--- src/rtl/blink_pkg.sv ---
// blink_pkg: shared constants for the blink sequencer slice.
//   ST_IDLE / ST_ARM / ST_RUN : FSM state encoding
//   DEF_PAT_LEN / DEF_REP_W   : default pattern length and repeat-field width
package blink_pkg;

    localparam logic [1:0] ST_IDLE = 2'd0;
    localparam logic [1:0] ST_ARM  = 2'd1;
    localparam logic [1:0] ST_RUN  = 2'd2;

    localparam int DEF_PAT_LEN = 16;
    localparam int DEF_REP_W   = 8;

endpackage

--- src/rtl/blink_sequencer_if.sv ---
// blink_sequencer_if: pattern-load handshake between control logic and sequencer.
//   pat_data  : pattern bits, bit 0 played first
//   pat_len   : bits per pass (0 or > PAT_LEN means PAT_LEN)
//   pat_reps  : passes to play (0 = forever)
//   pat_valid : load request from control logic
//   pat_ready : sequencer can accept a pattern
// Modports: master = control logic, slave = sequencer.
interface blink_sequencer_if
    import blink_pkg::*;
#(
    parameter int PAT_LEN = DEF_PAT_LEN,
    parameter int LEN_W   = $clog2(PAT_LEN + 1),
    parameter int REP_W   = DEF_REP_W
);
    logic [PAT_LEN-1:0] pat_data;
    logic [LEN_W-1:0]   pat_len;
    logic [REP_W-1:0]   pat_reps;
    logic               pat_valid;
    logic               pat_ready;

    modport master (output pat_data, pat_len, pat_reps, pat_valid, input pat_ready);
    modport slave  (input pat_data, pat_len, pat_reps, pat_valid, output pat_ready);
endinterface

--- src/rtl/blink_sequencer_rise_detect.sv ---
// rise_detect: one-cycle pulse on each rising edge of a synchronous input.
//   clk, rst : clock, asynchronous active-high reset
//   in       : level input (synchronous to clk)
//   pulse    : in & ~in_delayed, combinational
module rise_detect (
    input  logic clk,
    input  logic rst,
    input  logic in,
    output logic pulse
);
    logic r_in_q;

    // Delay the input by one clock for edge comparison
    always_ff @(posedge clk or posedge rst) begin
        if (rst) begin
            r_in_q <= 1'b0;
        end else begin
            r_in_q <= in;
        end
    end

    assign pulse = in & ~r_in_q;
endmodule

--- src/rtl/blink_sequencer.sv ---
// blink_sequencer: plays a loaded bit pattern on one LED, one bit per rising
// edge of blink, for a programmed number of passes.
//   clk, rst : clock, asynchronous active-high reset
//   blink    : step source; each rising edge advances one bit
//   abort    : stop playback immediately (ignored in IDLE)
//   pat_if   : pattern-load handshake (slave side)
//   led      : registered LED drive
//   busy     : high while armed or running
//   done     : one-cycle pulse when the final pass completes
module blink_sequencer
    import blink_pkg::*;
#(
    parameter int PAT_LEN = DEF_PAT_LEN,
    parameter int LEN_W   = $clog2(PAT_LEN + 1),
    parameter int REP_W   = DEF_REP_W
) (
    input  logic                   clk,
    input  logic                   rst,
    input  logic                   blink,
    input  logic                   abort,
    blink_sequencer_if.slave       pat_if,
    output logic                   led,
    output logic                   busy,
    output logic                   done
);
    logic [1:0]         r_state;
    logic               r_led;
    logic               r_done;
    logic               r_busy;
    logic               r_ready;
    logic [PAT_LEN-1:0] r_pat;
    logic [LEN_W-1:0]   r_len;
    logic [LEN_W-1:0]   r_idx;
    logic [REP_W-1:0]   r_reps_left;
    logic               r_forever;

    logic               w_tick;
    logic               w_accept;
    logic               w_arm_tick;
    logic               w_run_tick;
    logic               w_last;
    logic               w_more;
    logic               w_step;
    logic               w_wrap;
    logic               w_abort;
    logic [LEN_W-1:0]   w_next_idx;
    logic [PAT_LEN-1:0] w_shifted;
    logic [LEN_W-1:0]   w_len_clamped;

    rise_detect u_rise (
        .clk   (clk),
        .rst   (rst),
        .in    (blink),
        .pulse (w_tick)
    );

    assign w_len_clamped = ((pat_if.pat_len == {LEN_W{1'b0}}) ||
                            (pat_if.pat_len > LEN_W'(PAT_LEN))) ? LEN_W'(PAT_LEN)
                                                                 : pat_if.pat_len;

    // Abort only matters once armed; it also outranks a same-cycle tick.
    assign w_abort    = abort & (r_state != ST_IDLE);
    assign w_accept   = (r_state == ST_IDLE) & pat_if.pat_valid;
    assign w_arm_tick = (r_state == ST_ARM) & w_tick & ~abort;
    assign w_run_tick = (r_state == ST_RUN) & w_tick & ~abort;
    assign w_last     = (r_idx == (r_len - LEN_W'(1)));
    assign w_more     = r_forever | (r_reps_left > REP_W'(1));
    assign w_step     = w_run_tick & ~w_last;
    assign w_wrap     = w_run_tick & w_last & w_more;
    assign w_next_idx = r_idx + LEN_W'(1);
    // Shift instead of a variable bit-select so the index width never matters.
    assign w_shifted  = r_pat >> w_next_idx;

    // Control FSM and registered outputs
    always_ff @(posedge clk or posedge rst) begin
        if (rst) begin
            r_state <= ST_IDLE;
            r_led   <= 1'b0;
            r_done  <= 1'b0;
            r_busy  <= 1'b0;
            r_ready <= 1'b1;
        end else begin
            r_done <= 1'b0;
            if (w_abort) begin
                r_state <= ST_IDLE;
                r_led   <= 1'b0;
                r_busy  <= 1'b0;
                r_ready <= 1'b1;
            end else begin
                case (r_state)
                    ST_IDLE: begin
                        if (w_accept) begin
                            r_state <= ST_ARM;
                            r_busy  <= 1'b1;
                            r_ready <= 1'b0;
                        end
                    end
                    ST_ARM: begin
                        if (w_arm_tick) begin
                            r_led   <= r_pat[0];
                            r_state <= ST_RUN;
                        end
                    end
                    ST_RUN: begin
                        if (w_step) begin
                            r_led <= w_shifted[0];
                        end else if (w_wrap) begin
                            r_led <= r_pat[0];
                        end else if (w_run_tick) begin
                            r_led   <= 1'b0;
                            r_done  <= 1'b1;
                            r_state <= ST_IDLE;
                            r_busy  <= 1'b0;
                            r_ready <= 1'b1;
                        end
                    end
                    default: begin
                        r_state <= ST_IDLE;
                        r_led   <= 1'b0;
                        r_busy  <= 1'b0;
                        r_ready <= 1'b1;
                    end
                endcase
            end
        end
    end

    // Pattern, length, bit index and pass counter
    always_ff @(posedge clk or posedge rst) begin
        if (rst) begin
            r_pat       <= {PAT_LEN{1'b0}};
            r_len       <= {LEN_W{1'b0}};
            r_idx       <= {LEN_W{1'b0}};
            r_reps_left <= {REP_W{1'b0}};
            r_forever   <= 1'b0;
        end else if (w_accept) begin
            r_pat       <= pat_if.pat_data;
            r_len       <= w_len_clamped;
            r_idx       <= {LEN_W{1'b0}};
            r_reps_left <= pat_if.pat_reps;
            r_forever   <= (pat_if.pat_reps == {REP_W{1'b0}});
        end else if (w_arm_tick) begin
            r_idx <= {LEN_W{1'b0}};
        end else if (w_step) begin
            r_idx <= w_next_idx;
        end else if (w_wrap) begin
            r_idx <= {LEN_W{1'b0}};
            if (!r_forever) begin
                r_reps_left <= r_reps_left - REP_W'(1);
            end
        end
    end

    assign led              = r_led;
    assign busy             = r_busy;
    assign done             = r_done;
    assign pat_if.pat_ready = r_ready;
endmodule

--- src/flat_wrapper.sv ---
// flat-port wrapper written by rule: the top's interface ports become plain ports
module blink_sequencer_flat import blink_pkg::*;
#(
    parameter int PAT_LEN = DEF_PAT_LEN,
    parameter int LEN_W   = $clog2(PAT_LEN + 1),
    parameter int REP_W   = DEF_REP_W
)
  (clk, rst, blink, abort, led, busy, done, pat_if_pat_data, pat_if_pat_len, pat_if_pat_reps, pat_if_pat_valid, pat_if_pat_ready);
  blink_sequencer_if #(.PAT_LEN(PAT_LEN), .LEN_W(LEN_W), .REP_W(REP_W)) pat_if_i ();
  input  logic clk;
  input  logic rst;
  input  logic blink;
  input  logic abort;
  output logic led;
  output logic busy;
  output logic done;
  input wire logic [$bits(pat_if_i.pat_data)-1:0] pat_if_pat_data;
  input wire logic [$bits(pat_if_i.pat_len)-1:0] pat_if_pat_len;
  input wire logic [$bits(pat_if_i.pat_reps)-1:0] pat_if_pat_reps;
  input wire logic [$bits(pat_if_i.pat_valid)-1:0] pat_if_pat_valid;
  output wire logic [$bits(pat_if_i.pat_ready)-1:0] pat_if_pat_ready;
  assign pat_if_i.pat_data = pat_if_pat_data;
  assign pat_if_i.pat_len = pat_if_pat_len;
  assign pat_if_i.pat_reps = pat_if_pat_reps;
  assign pat_if_i.pat_valid = pat_if_pat_valid;
  assign pat_if_pat_ready = pat_if_i.pat_ready;
  blink_sequencer #(.PAT_LEN(PAT_LEN), .LEN_W(LEN_W), .REP_W(REP_W)) u_core (.clk(clk), .rst(rst), .blink(blink), .abort(abort), .pat_if(pat_if_i), .led(led), .busy(busy), .done(done));
endmodule
--- config.mk ---
export PLATFORM = sky130hd
export DESIGN_NAME = blink_sequencer_flat
export DESIGN_NICKNAME = d
export VERILOG_FILES = /design/src/rtl/blink_pkg.sv /design/src/rtl/blink_sequencer_if.sv /design/src/rtl/blink_sequencer_rise_detect.sv /design/src/rtl/blink_sequencer.sv /design/src/flat_wrapper.sv
export SDC_FILE = /design/constraint.sdc
export NUM_CORES = 1
export LEC_CHECK = 0
export BUFFER_PORTS_ARGS = -buffer_cell sky130_fd_sc_hd__buf_2
export CELL_PAD_IN_SITES_DETAIL_PLACEMENT = 0
export CELL_PAD_IN_SITES_GLOBAL_PLACEMENT = 1
export CORE_ASPECT_RATIO = 1.75
export CORE_MARGIN = 5
export CORE_UTILIZATION = 44
export DETAILED_ROUTE_END_ITERATION = 6
export PLACE_DENSITY_LB_ADDON = 0.1
export SLEW_MARGIN = 5
export SYNTH_ARGS = -nofsm -noshare
export SYNTH_HDL_FRONTEND = slang
export SYNTH_SLANG_ARGS = --single-unit
--- constraint.sdc ---
create_clock -name clk -period 3 [get_ports clk]
set_clock_uncertainty 0.05 [all_clocks]
set_input_delay 0.6 -clock clk [delete_from_list [all_inputs] [get_ports clk]]
set_output_delay 0.6 -clock clk [all_outputs]
set_load 0.02 [all_outputs]
-- Yosys cells after proc, flatten, opt, wreduce, memory -nomap -nowiden
Index checks and enable logic that the tools add are counted.
- output and inout port bits: 4
- input port bits: 34
- flip-flop bits (word level): 42
- memories kept: 0
- latch bits: 0
- logic and storage cells: 95
- ROM bits: 0
- memory bits (writable): 0
- mux-type cells: 39
- $lt $le $gt $ge: 2
- shift-type cells: 1
- add/sub/neg operators: 3
- equal/unequal tests: 14
- bitwise gates (word level): 14
- divide/modulo/power cells: 0
- reduce and logical (&&, ||, !) cells: 11
- $mul: 0
- operators by type and width (kind ; count):
    $mux 8 ; 5
    $mux 5 ; 5
    $mux 1 ; 19
    $shr 16x5->1 ; 1
    $mux 2 ; 6
    $and 1x1->1 ; 10
    $reduce_and 5->1 ; 2
    $ne 3x1->1 const B ; 3
    $pmux 1 s3 ; 3
    $gt 8x1->1 const B ; 1
    $logic_not 8->1 ; 1
    $ne 2x1->1 const B ; 4
    $sub 8x1->8 const B ; 1
    $ne 3x3->1 const B ; 2
    $pmux 2 s3 ; 1
    $add 5x1->5 const B ; 1
    $eq 5x5->1 ; 1
    $gt 5x5->1 const B ; 1
    $logic_not 5->1 ; 1
    $ne 5x1->1 const B ; 1
    $sub 5x1->5 const B ; 1
    $reduce_and 4->1 ; 1
    $reduce_bool 2->1 ; 2
    $reduce_bool 4->1 ; 1
    other kinds (8) ; 10

-- Longest topological paths before layout
- word-level depth: 10
- mapped depth: 8
- depth with buffers taken out: 7

-- By module
Synthesis repeated with hierarchy kept, for this count alone.
- cells, all modules: 266
- area total of the unflattened synthesis: 2503.7 sq um
- by module, submodules not included (module ; cells an instance ; sequential area each (sq um) ; area each (sq um) ; instances):
    blink_sequencer ; 263 ; 1027.2 ; 2461.1 ; 1
    rise_detect ; 3 ; 25.0 ; 42.5 ; 1

-- Worst setup path before layout
OpenSTA, ideal clock, no wires.
- path kind: input -> register
- start point: in abort
- end point: reg u_core.r_reps_left[7]
- cell stages on the path: 6
- path slack: 891 ps
- arrival: 1977 ps
- path through: nor3b_2 and2_1 o2111ai_1 buf_2 or4_1 a31oi_1
- cells in the longest elaborated chain, start to end: 6
- elaborated cells on any way between the ends: 10
- classes of those cells: 2 x eq/ne; 6 x bitwise; 2 x reduce/logical
- RTL lines (element ; RTL line ; text):
    from (decl) ; flat_wrapper.sv:13 ; input logic abort;
    $not 1->1 (*) ; blink_sequencer.sv:64, blink_sequencer.sv:65 ;
    $and 1x1->1 ; blink_sequencer.sv:65 ; assign w_run_tick = (r_state == ST_RUN) & w_tick & ~abort;
    $and 1x1->1 (2 in a row) ; blink_sequencer.sv:69 ; assign w_wrap = w_run_tick & w_last & w_more;
    $reduce_bool 2->1 (no line) ; n/a ;
    $reduce_and 4->1 (no line) (*) ; n/a ;
    to (signal assigned) ; blink_sequencer.sv:134 ; r_reps_left <= {REP_W{1'b0}};
    to (signal assigned) ; blink_sequencer.sv:140 ; r_reps_left <= pat_if.pat_reps;
    to (signal assigned) ; blink_sequencer.sv:149 ; r_reps_left <= r_reps_left - REP_W'(1);
    to (decl) ; blink_sequencer.sv:34 ; logic [REP_W-1:0] r_reps_left;
Every way passes the cells marked *; elsewhere a longest branch is shown, timed or not.
A chain may end at the register's enable or synchronous reset.

-- Final worst setup path
- start point: reg u_core.r_len[0]
- end point: reg u_core.r_reps_left[5]
- cells in the longest elaborated chain, start to end: 6
- elaborated cells on any way between the ends: 9
- classes of those cells: 1 x add/sub; 2 x eq/ne; 4 x bitwise; 2 x reduce/logical
- RTL lines (element ; RTL line ; text):
    from (decl) ; blink_sequencer.sv:32 ; logic [LEN_W-1:0] r_len;
    from (signal assigned) ; blink_sequencer.sv:132 ; r_len <= {LEN_W{1'b0}};
    from (signal assigned) ; blink_sequencer.sv:138 ; r_len <= w_len_clamped;
    $sub 5x1->5 (*) ; blink_sequencer.sv:66 ; assign w_last = (r_idx == (r_len - LEN_W'(1)));
    $eq 5x5->1 (*) ; blink_sequencer.sv:66 ;
    $and 1x1->1 or $not 1->1 (tied branches) ; blink_sequencer.sv:69, blink_sequencer.sv:68 ;
    $and 1x1->1, on equally long branches ; blink_sequencer.sv:69, blink_sequencer.sv:68 ;
    $reduce_bool 2->1 (no line) or $ne 2x1->1 (tied branches) ; n/a ;
    $reduce_and 4->1 (no line) (*) ; n/a ;
Marked as above.

==> key figures <==
GRT
  – Initial antenna violation count: 0
  – GR Overflow Total: 0
  – Vias in the first global route: 2029
  – First-pass GRT wire length: 9.48 mm
  – Pin count of the biggest net entering global routing: 43
  – Gr usage total: 0.171

Pwr
  – PD cells: 865 nW/µm²
  – Sequential Power Share: 0.399
  – Switch share: 0.390
  – Worst-case vdd ir drop: 0.534 mV
  – Comb power frac: 0.444
  – Power Internal: 1510 µW
  – Leakage power: 0.00124 µW
  – Net switching power figure: 965 µW
  – Clock power share: 0.157

Worst setup path
  – Startpoint Class: register
  – Critical path arrival: 2590 ps
  – CP Capture Type: register
  – CP max FO: 12
  – Critical path type: register to register
  – Worst Path Required: 3170 ps

Timing
  – Slew margin rel.: 0.493
  – Final Max Slew Viols: 0
  – Worst-Margin Slew: 759 ps
  – Final worst slack: 582 ps
  – Fin crit period: 2420 ps
  – Setup TNS: 0 ps
  – Max Clock Freq: 0.414 GHz
  – Hold Fails Final Rpt: 0
  – RSZ-0062 raised after global routing: no
  – Final Setup Violations: 0
  – Final period util: 0.806

Routing
  – Remaining antenna violation count: 0
  – DR vias/cell: 5.64
  – Drt pass-1 iters: 4
  – Initial DRC count: 122
  – Routed WL: 5.61 mm
  – # DRC: 0
  – Via Count: 1981
  – Wire per inst: 16.0 µm

Synth
  – Top cells by area, synth: dfrtp_1 41%, mux2_2 7.7%, mux4_2 4.5%, ha_1 4.0%, o21ai_0 2.4%
  – FFs w/ async S/R, synth: 1.00
  – Leading area contributor after synthesis: dfrtp_1
  – Syn_nets: 277
  – Yosys reg bits: 42
  – Fraction of synthesized cell area taken by the top area cell type: 0.412
  – Avg Cell Area, Syn: 10.6 µm²
  – Ys Warns: 0
  – Post-synth EDFFs: 0
  – Cells after synthesis: 235
  – Top FF cell, synth: dfrtp_1
  – Post-synthesis cell type count: 56
  – Cell area after synthesis: 2490 µm²
  – Post-synthesis sequential area ratio: 0.422

Cells and area
  – Share of layout cells above drive strength 1: 0.302
  – Post-layout util: 0.516
  – Area delta synth->final: 14.7%
  – Commonest cells after routing, fill and taps aside: 41 x dfrtp_1, 37 x buf_2, 17 x mux2_2
  – Most common cell after layout, fill and taps aside: dfrtp_1
  – Nets: 316
  – ANT cells: 0

Clock tree
  – CTS tree: built
  – CTS root buffer: clkbuf_8
  – Sink Count: 42
  – H-tree levels: 2
  – Post-CTS Resized: 0
  – CTS Buf Count: 5
  – Clock transition at path regs: 80 ps
  – CTS Buffer Depth: 2
  – Postcts setup bufs: 0
  – Post-CTS Hold Buffers: 0
  – Later-pin clock latency in the skew report: 300 ps

Die
  – Std-Cell Core Area: 5540 µm²
  – # rows: 36
  – IO Pins: 38
  – Die area: 7330 µm²
  – Die height: 110 µm
  – DIE WIDTH: 66.9 µm
  – Starting Density: 0.450

Min path
  – Hold Crit Class: primary input to asynchronous set/reset pin

Placed design
  – Port bufs: 37
  – HPWL after detailed placement: 4.30 mm
  – Placer Congestion: 0.859
  – Pre-CTS setup slack: 404 ps

Job
  – Max-Cap Viols: 0

Outcome
  – Outcome: completed
[metal layers]
metal,wire [µm],vias to the layer above,global-route usage
li1,-,965,-
met1,2060,966,0.182
met2,3240,40,0.325
met3,201,10,0.0368
met4,107,0,0.0522
met5,0,-,0
[state kept, by name, indices dropped and copies added, names as in the netlist]
name / count
u_core.r_pat: 16
u_core.r_reps_left: 8
u_core.r_len: 5
u_core.led: 1
u_core.r_state: 2
u_core.u_rise.r_in_q: 1
u_core.r_idx: 5
u_core.r_forever: 1
u_core.busy: 1
u_core.pat_if.pat_ready: 1
u_core.done: 1
[worst paths after layout]
kind / from / endpoint / slack [ps] / depth (start not counted)
min in group clk: blink / u_core.u_rise.r_in_q / 380 / 1
max: u_core.r_len[0] / u_core.r_reps_left[5] / 580 / 7
max reg2reg: u_core.r_len[0] / u_core.r_reps_left[5] / 580 / 7
min reg2reg: u_core.pat_if.pat_ready / u_core.pat_if.pat_ready / 420 / 2
max in group asynchronous: rst / u_core.led / 2150 / 3
min: rst / u_core.r_pat[10] / 380 / 3
[power groups by stage]
stage	combinational (µW)	sequential (µW)	clock (µW)
floorplan	875	952	0
global placement	1090	997	0
detailed placement	1100	1000	0
CTS	1110	990	401
global route	1230	1020	429
finish	1100	987	388
[cells in the mapped netlist, types with 3 or more instances]
cell,n
nand3_1,9
mux4_2,5
or3_1,3
ha_1,8
o211ai_1,4
nor4_1,4
xor2_1,6
inv_1,13
dfrtp_1,41
mux2_2,17
or4_1,5
nor3_1,3
nand3b_1,3
nor2_1,15
clkbuf_1,6
nand2_1,14
o31ai_1,4
a31oi_1,8
o211a_1,3
xnor2_1,3
nand4_1,3
o21ai_0,12
[critical path, cell delays in order, from the launching register on]
cell	delay [ps]
dfrtp_1	410
inv_1	80
ha_1	210
and3_1	190
a2bb2oi_1	250
o2111ai_1	390
or4_1	590
a31oi_1	170
[final cells by class]
| class | count | area, µm² |
|---|---|---|
| Fill cell | 551 | 2680 |
| Multi-Input combinational cell | 171 | 1350 |
| Sequential cell | 42 | 1050 |
| Timing Repair Buffer | 41 | 215 |
| Tap cell | 76 | 95.1 |
| Clock buffer | 6 | 82.6 |
| Inverter | 13 | 48.8 |
| Clock inverter | 2 | 12.5 |
[stage by stage]
| stage | instances | hold slack, ps | area, µm² | power [µW] |
|---|---|---|---|---|
| after floorplan | 235 | 425 | 2490 | 1830 |
| after global routing | 351 | 364 | 2860 | 2680 |
| after detailed placement | 343 | 406 | 2760 | 2110 |
| final | 351 | 377 | 2860 | 2470 |
| after global placement | 343 | 405 | 2760 | 2090 |
| after CTS | 351 | 374 | 2860 | 2500 |
[logic make-up (layout without fill, tap and decap cells)]
logic type,count (synthesis),after routing,synth area share
muxes,22,22,0.122
buffers and inverters,22,62,0.0356
and+or+nand+nor,76,76,0.171
adders and majority gates,8,8,0.0402
DFF,42,42,0.422
xor gates and xnor gates,10,10,0.0382
AOI/OAI and AO/OA,55,55,0.171
(Power assumes the default switching activity.)
